<file path="src/rtl/dg0045_fetch_seq.sv">
// DG0045 machine-cycle sequencer and instruction-fetch controller.
// Eight clk phases per machine cycle; owns the PC, fetches opcode/operand, strobes execute.
module dg0045_fetch_seq #(
    parameter logic [9:0] RESET_PC    = 10'h000,
    parameter logic [1:0] LONG_PREFIX = 2'b11
) (
    input  logic       clk,
    input  logic       rst_n,
    input  logic       ena_i,
    input  logic [7:0] rom_data_i,
    output logic [4:0] pc_hl_o,
    output logic       pc_hi_sel_o,
    output logic [9:0] pc_o,
    output logic [2:0] phase_o,
    output logic [7:0] ir_o,
    output logic [7:0] operand_o,
    output logic       long_op_o,
    output logic       exe_stb_o,
    input  logic       jump_req_i,
    input  logic [9:0] jump_addr_i,
    input  logic       skip_req_i
);

    typedef enum logic [0:0] {StFetchOp, StFetchArg} state_e;

    state_e     state_q, state_d;
    logic [2:0] phase_q, phase_d;
    logic [9:0] pc_q, pc_d;
    logic [7:0] ir_q, ir_d;
    logic [7:0] operand_q, operand_d;
    logic       skip_pend_q, skip_pend_d;

    logic long_op;
    logic completes;
    logic exe_stb;

    assign long_op = (ir_q[7:6] == LONG_PREFIX);
    // A cycle ends an instruction if it fetched a short opcode or the operand byte.
    assign completes = ((state_q == StFetchOp) && !long_op) || (state_q == StFetchArg);
    assign exe_stb = ena_i && (phase_q == 3'd7) && completes && !skip_pend_q;

    always_comb begin
        state_d     = state_q;
        phase_d     = phase_q;
        pc_d        = pc_q;
        ir_d        = ir_q;
        operand_d   = operand_q;
        skip_pend_d = skip_pend_q;
        if (ena_i) begin
            phase_d = phase_q + 3'd1;
            if (phase_q == 3'd6) begin
                if (state_q == StFetchOp) begin
                    ir_d = rom_data_i;
                end else begin
                    operand_d = rom_data_i;
                end
            end
            if (phase_q == 3'd7) begin
                unique case (state_q)
                    StFetchOp:  state_d = long_op ? StFetchArg : StFetchOp;
                    StFetchArg: state_d = StFetchOp;
                    default:    state_d = StFetchOp;
                endcase
                pc_d = (exe_stb && jump_req_i) ? jump_addr_i : pc_q + 10'd1;
                if (exe_stb && skip_req_i && !jump_req_i) begin
                    skip_pend_d = 1'b1;
                end else if (completes) begin
                    skip_pend_d = 1'b0;
                end
            end
        end
    end

    always_ff @(posedge clk or negedge rst_n) begin
        if (!rst_n) begin
            state_q     <= StFetchOp;
            phase_q     <= 3'd0;
            pc_q        <= RESET_PC;
            ir_q        <= 8'h00;
            operand_q   <= 8'h00;
            skip_pend_q <= 1'b0;
        end else begin
            state_q     <= state_d;
            phase_q     <= phase_d;
            pc_q        <= pc_d;
            ir_q        <= ir_d;
            operand_q   <= operand_d;
            skip_pend_q <= skip_pend_d;
        end
    end

    // Phases 0-2 carry the low half; 3-7 carry the high half.
    assign pc_hi_sel_o = (phase_q >= 3'd3);
    assign pc_hl_o     = pc_hi_sel_o ? pc_q[9:5] : pc_q[4:0];
    assign pc_o        = pc_q;
    assign phase_o     = phase_q;
    assign ir_o        = ir_q;
    assign operand_o   = operand_q;
    assign long_op_o   = long_op;
    assign exe_stb_o   = exe_stb;

endmodule

</file>
<file path="config.mk">
export PLATFORM = sky130hd
export DESIGN_NAME = dg0045_fetch_seq
export DESIGN_NICKNAME = d
export VERILOG_FILES = /design/src/rtl/dg0045_fetch_seq.sv
export SDC_FILE = /design/constraint.sdc
export NUM_CORES = 1
export LEC_CHECK = 0
export ABC_CLOCK_PERIOD_IN_PS = 5600
export CAP_MARGIN = 0
export CORE_UTILIZATION = 35
export DETAILED_ROUTE_END_ITERATION = 16
export PLACE_DENSITY_LB_ADDON = 0.12
export SLEW_MARGIN = 20
export SYNTH_ARGS = -nofsm -noshare
export SYNTH_HDL_FRONTEND = slang
export SYNTH_SLANG_ARGS = --single-unit
export TNS_END_PERCENT = 1
</file>
<file path="constraint.sdc">
create_clock -name clk -period 5.6 [get_ports clk]
set_input_delay 0.84 -clock clk [delete_from_list [all_inputs] [get_ports clk]]
set_output_delay 0.84 -clock clk [all_outputs]
set_load 0.05 [all_outputs]
</file>
After elaboration in Yosys (flattened, before gate mapping)
Index checks and enable logic that the tools add are counted.
{"block": "word_totals", "regBits": 31, "word_cells": 35, "input_bits": 23}
{"block": "op_classes", "reduce_logical": 16, "n_mux": 6, "n_bitwise": 1, "n_lt_le_gt_ge": 1, "n_eq_ne": 3, "addsub": 2}
{"operator": "$add 10x1->10 const B", "count": 1}
{"operator": "$mux 10", "count": 1}
{"operator": "$reduce_and 3->1", "count": 3}
{"operator": "$logic_and 1x1->1", "count": 7}
{"operator": "$eq 3x3->1 const B", "count": 2}
{"operator": "$mux 5", "count": 1}
{"operator": "$add 3x1->3 const B", "count": 1}
{"operator": "$ge 3x2->1 const B", "count": 1}
{"operator": "$logic_not 1->1", "count": 3}
{"operator": "$mux 1", "count": 3}
{"operator": "$eq 2x2->1 const B", "count": 1}
{"operator": "$pmux 1 s2", "count": 1}
{"operator": "$reduce_and 2->1", "count": 1}
{"operator": "$reduce_bool 2->1", "count": 1}
{"operator": "$logic_or 1x1->1", "count": 1}
{"operator": "$not 1->1", "count": 1}

Depth between registers and ports, before layout
Gate-level depths: netlist of run 1.
{"block": "depth", "word_depth": 10, "mapped_depth": 7, "depth_no_buf": 6}

Least setup slack after synthesis of run 1
No wires, ideal clock.
{"block": "synth_timing", "path_type": "register to output", "startpoint": "register phase_q[0], in the netlist phase_o[0]", "endpoint": "output port pc_hl_o[2]", "t_required_ps": 4760, "t_arrival_ps": 2329, "path_stages_with_launch": 5, "slack_ps": 2431, "cell_sequence": "dfrtp_1 ha_1 ha_1 a211oi_1 o21ai_0"}
{"block": "synth_via", "elab_chain_len": 2}
{"element": "start, declared", "line_no": "27", "text": "logic [2:0] phase_q, phase_d;"}
{"element": "start signal, assigned", "line_no": "84", "text": "phase_q <= phase_d;"}
{"element": "$ge 3x2->1", "line_no": "93", "text": "assign pc_hi_sel_o = (phase_q >= 3'd3);"}
{"element": "$mux 5", "line_no": "94", "text": "assign pc_hl_o = pc_hi_sel_o ? pc_q[9:5] : pc_q[4:0];"}
{"element": "end, declared", "line_no": "11", "text": "output logic [4:0] pc_hl_o,"}
Every way passes these cells.

Worst setup path after layout of run 1
{"block": "layout_timing", "startpoint": "register phase_q[0], in the netlist phase_o[0]", "endpoint": "output port pc_hl_o[3]"}
Same word-level chain as after synthesis.

==> results.yml, run 1 <==
outcome:
  status: "finished clean"
grt:
  grt_usage: 0.1773
  grt_max_degree: 32
  grt_pass1_wl_um: 6782
  grt_overflow_total: 0
  antenna_found_initial: 0
  first_global_vias: 1393
setup_path:
  crit_path_start: "phase_o[0]$_DFFE_PN0P_"
  critical_path_required_ns: 4.76
  r2r-end: "pc_o[7]$_DFFE_PN0N_"
  r2r_start: "phase_o[0]$_DFFE_PN0P_"
  path_common_cell: "ha_1"
  endpoint_kind: "output pin"
  crit_path_max_incr_delay_ns: 0.81
  worstPathMaxFanout: 7
  crit_chain: "ha_1, ha_1, a211oi_1, mux2_2, clkdlybuf4s50_1"
  crit_family: "compound AO/OA/AOI/OAI gates"
  rrSetupSlack_ns: 3.58
  worst-r2r-cell-count: 6
  arrival_ns: 3.07
  crit_buf_inv: 1
  path_depth: 5
  cp_slowest_cell: "a211oi_1"
  cp-start-kind: "flip-flop"
  critPathCapture: "pc_hl_o[3]"
  path_class: "reg -> out"
floorplan:
  core_mm2: 0.004354
  start_util: 0.3655
  die_y_um: 69.44
  rows: 24
  pin_count: 60
  die_area_mm2: 0.004821
  die_w_um: 69.44
sta:
  slew_headroom: 0.3395
  worst_pin_slew_ns: 0.9849
  finalSetupTns_ns: 0
  fin_skew_ns: 0.006499
  max_freq_mhz: 255.7
  fin_crit_ns: 3.911
  finalHoldViolations: 0
  finalSetupViolCount: 0
  rsz0062_at_grt: "no"
  period_share: 0.6984
  maxSlewViolCount: 0
  fin_ws_ns: 1.689
place:
  dp_hpwl_um: 2770
  place_inst: 247
  io_buffers: 59
  gp_congestion: 0.8113
  pre_cts_ws_ns: 1.964
final_layout:
  nets: 230
  area_delta_synth_final_pct: 47.56
  diodes: 0
  fin_util: 0.5394
  drive_gt1_frac: 0.1675
  filler_cell_count: 380
  fin_cells: 255
clocking:
  cts_repair_resize_count: 0
  cts_root_buffer: "clkbuf_8"
  ctsHoldBuffers: 0
  clk_latency_ns: 0.28
  htreeDepth: 2
  post-cts-setup-buffers: 0
  path_clk_slew_ns: 0.07
  numCtsBuffers: 5
  clockBufferDepth: 2
  cts.sinks: 31
  cts_tree: "done"
pwr:
  power_density_mw_per_mm2: 671.0
  peakVddDrop_mv: 0.3175
  finalPower_mw: 1.576
  p_leak_nw: 1.045
yosys:
  yosys_warnings: 0
  synth-seq-cells: 31
  avgSynthCellArea_um2: 11.45
  synth_area_mm2: 0.001592
  synth.net_count: 167
  synth.distinct_cells: 33
  ys_seq_area_frac: 0.4874
  syn_inst: 139
detailed_routing:
  drt_first_pass_iters: 5
  routed_via_density: 5.067
  num_vias: 1292
  drt-initial-drc-count: 74
  ant_nets: 0
  wl_per_cell_um: 15.22
  wl_um: 3882
  drc_errors: 0
worst_hold_path:
  hold_path.class: "reg -> reg"
run:
  drv_cap: 0
-- power breakdown --
part           leakage, nW  internal [mW]  switching [mW]
combinational        0.599          0.342           0.592
clock               0.0612          0.144          0.0864
sequential           0.385          0.312          0.0998
-- through the flow --
stage          hold slack (ns)  area, um^2
2_1_floorplan           0.4916        1592
3_3_place_gp            0.4900        2231
3_5_place_dp            0.4979        2231
4_1_cts                 0.5093        2349
5_1_grt                 0.5284        2349
6_report                0.5057        2349
-- per-layer routing --
metal,vias to the layer above,track usage,share of wire
met5,-,0,0
met4,0,0.05215,0.0077
met3,5,0.06105,0.066
met2,50,0.3053,0.50
met1,607,0.2079,0.42
li1,630,-,-
-- worst reg2reg max path, cell delays in order (launching register included) --
cell,delay [ns]
dfrtp_1,0.43
ha_1,0.25
ha_1,0.19
and2_4,0.21
and4b_4,0.23
or4_1,0.47
o221a_2,0.14
-- placed cells by master (no fill, tap or decap), types with 3 or more instances in the layout --
cell             netlist  routed
ha_1                   5       5
nand4_1                3       3
inv_1                  7       7
mux2_2                20      20
nand3_1                6       6
clkdlybuf4s50_1        0      59
nor2_1                 4       4
o21ai_0                5       5
nand2_1               17      17
mux2i_1                7       7
a21oi_1                7       7
clkbuf_8               0       6
dfrtp_1               31      31
a2bb2oi_1              3       3
-- cell usage after synthesis, drive strengths merged --
library cell / n / area (um^2)
or4: 1 / 7.510
o221a: 1 / 11.26
o21ai: 5 / 25.02
inv: 7 / 26.28
nand2: 17 / 63.81
a21oi: 7 / 35.03
a31oi: 1 / 6.260
ha: 5 / 62.56
a22oi: 1 / 7.510
o22a: 2 / 17.52
and4b: 1 / 13.76
and3: 1 / 6.260
nand4b: 2 / 32.53
a311o: 1 / 10.01
buf: 2 / 16.26
a2bb2oi: 3 / 26.28
a211oi: 1 / 7.510
nor2: 4 / 15.01
mux2: 20 / 225.2
and4: 2 / 17.52
xor2: 1 / 8.760
dfrtp: 31 / 775.7
nand3b: 1 / 20.02
clkbuf: 2 / 7.510
or3: 1 / 6.260
nand3: 6 / 30.03
nor4: 1 / 6.260
and2: 2 / 15.02
mux2i: 7 / 70.07
nand4: 3 / 18.77
-- cell type report --
| type | instances | area (um^2) | share of cell area |
|---|---|---|---|
| Sequential cell | 31 | 775.7 | 0.3303 |
| Multi-Input combinational cell | 97 | 765.7 | 0.3261 |
| Timing Repair Buffer | 60 | 598.1 | 0.2547 |
| Clock buffer | 6 | 82.58 | 0.03516 |
| Tap cell | 52 | 65.06 | 0.02770 |
| Clock inverter | 2 | 35.03 | 0.01492 |
| Inverter | 7 | 26.28 | 0.01119 |
-- state kept, by name, summed over array words and instances, names as in the netlist --
name         flops
state_q          1
ir_o             8
phase_o          3
operand_o        8
skip_pend_q      1
pc_o            10
-- worst min path at each step --
stage                                   from                  endpoint  slack [ns]  cells past startpoint
global placement    operand_o[0]$_DFFE_PN0P_  operand_o[0]$_DFFE_PN0P_        0.49                      1
floorplan                state_q$_DFFE_PN0N_       state_q$_DFFE_PN0N_        0.49                      1
CTS                      ir_o[5]$_DFFE_PN0P_       ir_o[5]$_DFFE_PN0P_        0.51                      1
global route        operand_o[0]$_DFFE_PN0P_  operand_o[0]$_DFFE_PN0P_        0.53                      1
finish                   ir_o[5]$_DFFE_PN0P_       ir_o[5]$_DFFE_PN0P_        0.51                      1
detailed placement       ir_o[5]$_DFFE_PN0P_       ir_o[5]$_DFFE_PN0P_        0.50                      1
-- cells by family after synthesis --
logic type	Yosys count	synth area share
multiplexers	27	0.1855
AO/OA/AOI/OAI	22	0.09199
XOR/XNOR	1	0.005504
AND/OR/NAND/NOR	42	0.1588
buffers and inverters	11	0.03145
flip-flops	31	0.4874
adder cells (fa/ha/maj)	5	0.03931
Power figures use the tool's default switching activity.
==> run 2, diff against run 1 <==
ABC_CLOCK_PERIOD_IN_PS = 3250   (was 5600)
clock period = 3.25 ns   (was 5.6 ns; I/O delays follow)
==> results.yml, run 2 (synthesis gave the netlist of run 1 again) <==
clocking:
  clockBufferDepth: 2
  path_clk_slew_ns: 0.07
  cts_tree: "done"
  numCtsBuffers: 5
  ctsHoldBuffers: 0
  cts_repair_resize_count: 0
  post-cts-setup-buffers: 0
  clk_latency_ns: 0.28
  cts.sinks: 31
  cts_root_buffer: "clkbuf_8"
  htreeDepth: 2
setup_path:
  r2r_start: "phase_o[0]$_DFFE_PN0P_"
  rrSetupSlack_ns: 1.22
  crit_chain: "ha_1, ha_1, a211oi_1, buf_4, inv_1, clkdlybuf4s50_1"
  cp-start-kind: "flip-flop"
  endpoint_kind: "output pin"
  worstPathMaxFanout: 7
  arrival_ns: 2.27
  crit_family: "buffers and inverters"
  critical_path_required_ns: 2.76
  crit_path_max_incr_delay_ns: 0.69
  path_class: "reg -> out"
  crit_buf_inv: 3
  crit_path_start: "phase_o[0]$_DFFE_PN0P_"
  cp_slowest_cell: "clkdlybuf4s50_1"
  path_common_cell: "ha_1"
detailed_routing:
  wl_um: 3893
  route.layer.met1.wl_um: 1691
  num_vias: 1334
  drc_errors: 0
  routed_via_density: 5.211
  met2_wirelength_um: 1870
  wl_per_cell_um: 15.21
  drt_first_pass_iters: 4
  top_layer: "met4"
  dr_wl_met3_um: 274
  ant_nets: 0
  drt-initial-drc-count: 110
final_layout:
  nets: 231
  drive_gt1_frac: 0.2010
  stdcell_area_mm2: 0.002341
  seq_area_um2: 775.7
  filler_cell_count: 391
  final_common_cell: "clkdlybuf4s50_1"
  final_cell_mix: "clkdlybuf4s50_1, dfrtp_1, mux2_2"
  fin_util: 0.5376
  largest_reg_flops: 10
  diodes: 0
  area_delta_synth_final_pct: 47.09
  fin_cells: 256
  multi_input_comb_area_um2: 765.7
sta:
  finalSetupTns_ns: 0
  finalSetupViolCount: 0
  rsz0062_at_grt: "no"
  maxSlewViolCount: 0
  period_share: 0.8498
  fin_skew_ns: 0.007765
  slew_headroom: 0.6538
  worst_pin_slew_ns: 0.5177
  finalHoldViolations: 0
  fin_crit_ns: 2.762
  max_freq_mhz: 362.1
pwr:
  peakVddDrop_mv: 0.5236
  power_density_mw_per_mm2: 1156
  p_leak_nw: 1.058
floorplan:
  pin_count: 60
  start_util: 0.3655
  core_mm2: 0.004354
  rows: 24
  die_area_mm2: 0.004821
  die_y_um: 69.44
  die_w_um: 69.44
grt:
  grt_overflow_total: 0
  antenna_found_initial: 0
  grt_usage: 0.1731
  grt_max_degree: 32
  grt_pass1_wl_um: 6534
  first_global_vias: 1364
place:
  dp_hpwl_um: 2774
  gp_congestion: 0.8113
  place_inst: 248
  io_buffers: 59
  postPlaceCellArea_mm2: 0.002223
worst_hold_path:
  min_from: "operand_o[1]$_DFFE_PN0P_"
  hold_path.class: "reg -> reg"
outcome:
  status: "finished clean"
run:
  drv_cap: 0
-- run 2: cell count changes in the layout (fill, tap and decap cells not counted) --
cell / change
buf_4: +7
clkdlybuf4s50_1: -6
-- run 2: per-layer routing --
| metal | GRT usage | up-vias |
|---|---|---|
| li1 | - | 634 |
| met1 | 0.2045 | 650 |
| met2 | 0.2880 | 44 |
| met3 | 0.06395 | 6 |
| met4 | 0.06122 | 0 |
| met5 | 0 | - |
-- run 2: cell type report --
type / count / area share
clock inverter: 2 / 0.01497
multi-input combinational: 97 / 0.3271
timing repair buffer: 61 / 0.2523
sequential: 31 / 0.3314
tap: 52 / 0.02779
inverter: 7 / 0.01122
clock buffer: 6 / 0.03528
-- run 2: report_power, final --
part	internal [mW]	leakage, nW	total [mW]	switching [mW]
clock network	0.248	0.0612	0.396	0.148
logic	0.581	0.612	1.61	1.02
registers	0.537	0.385	0.705	0.168
-- run 2: final timing paths --
check / to / cells after the start
max: pc_hi_sel_o / 6
min: operand_o[1]$_DFFE_PN0P_ / 1
max reg2reg: pc_o[7]$_DFFE_PN0N_ / 6
min reg2reg: operand_o[1]$_DFFE_PN0P_ / 1
max in group asynchronous: operand_o[1]$_DFFE_PN0P_ / 2
min in group asynchronous: pc_o[2]$_DFFE_PN0N_ / 2
-- run 2: through the flow --
stage	setup WS, ns	hold slack [ns]	total power [mW]
after CTS	0.4612	0.5083	2.738
after detailed placement	0.7768	0.4930	2.326
after floorplan	0.4340	0.1919	1.779
after global placement	0.8208	0.4894	2.300
final	0.4882	0.5057	2.707
after global routing	0.3631	0.5233	2.852
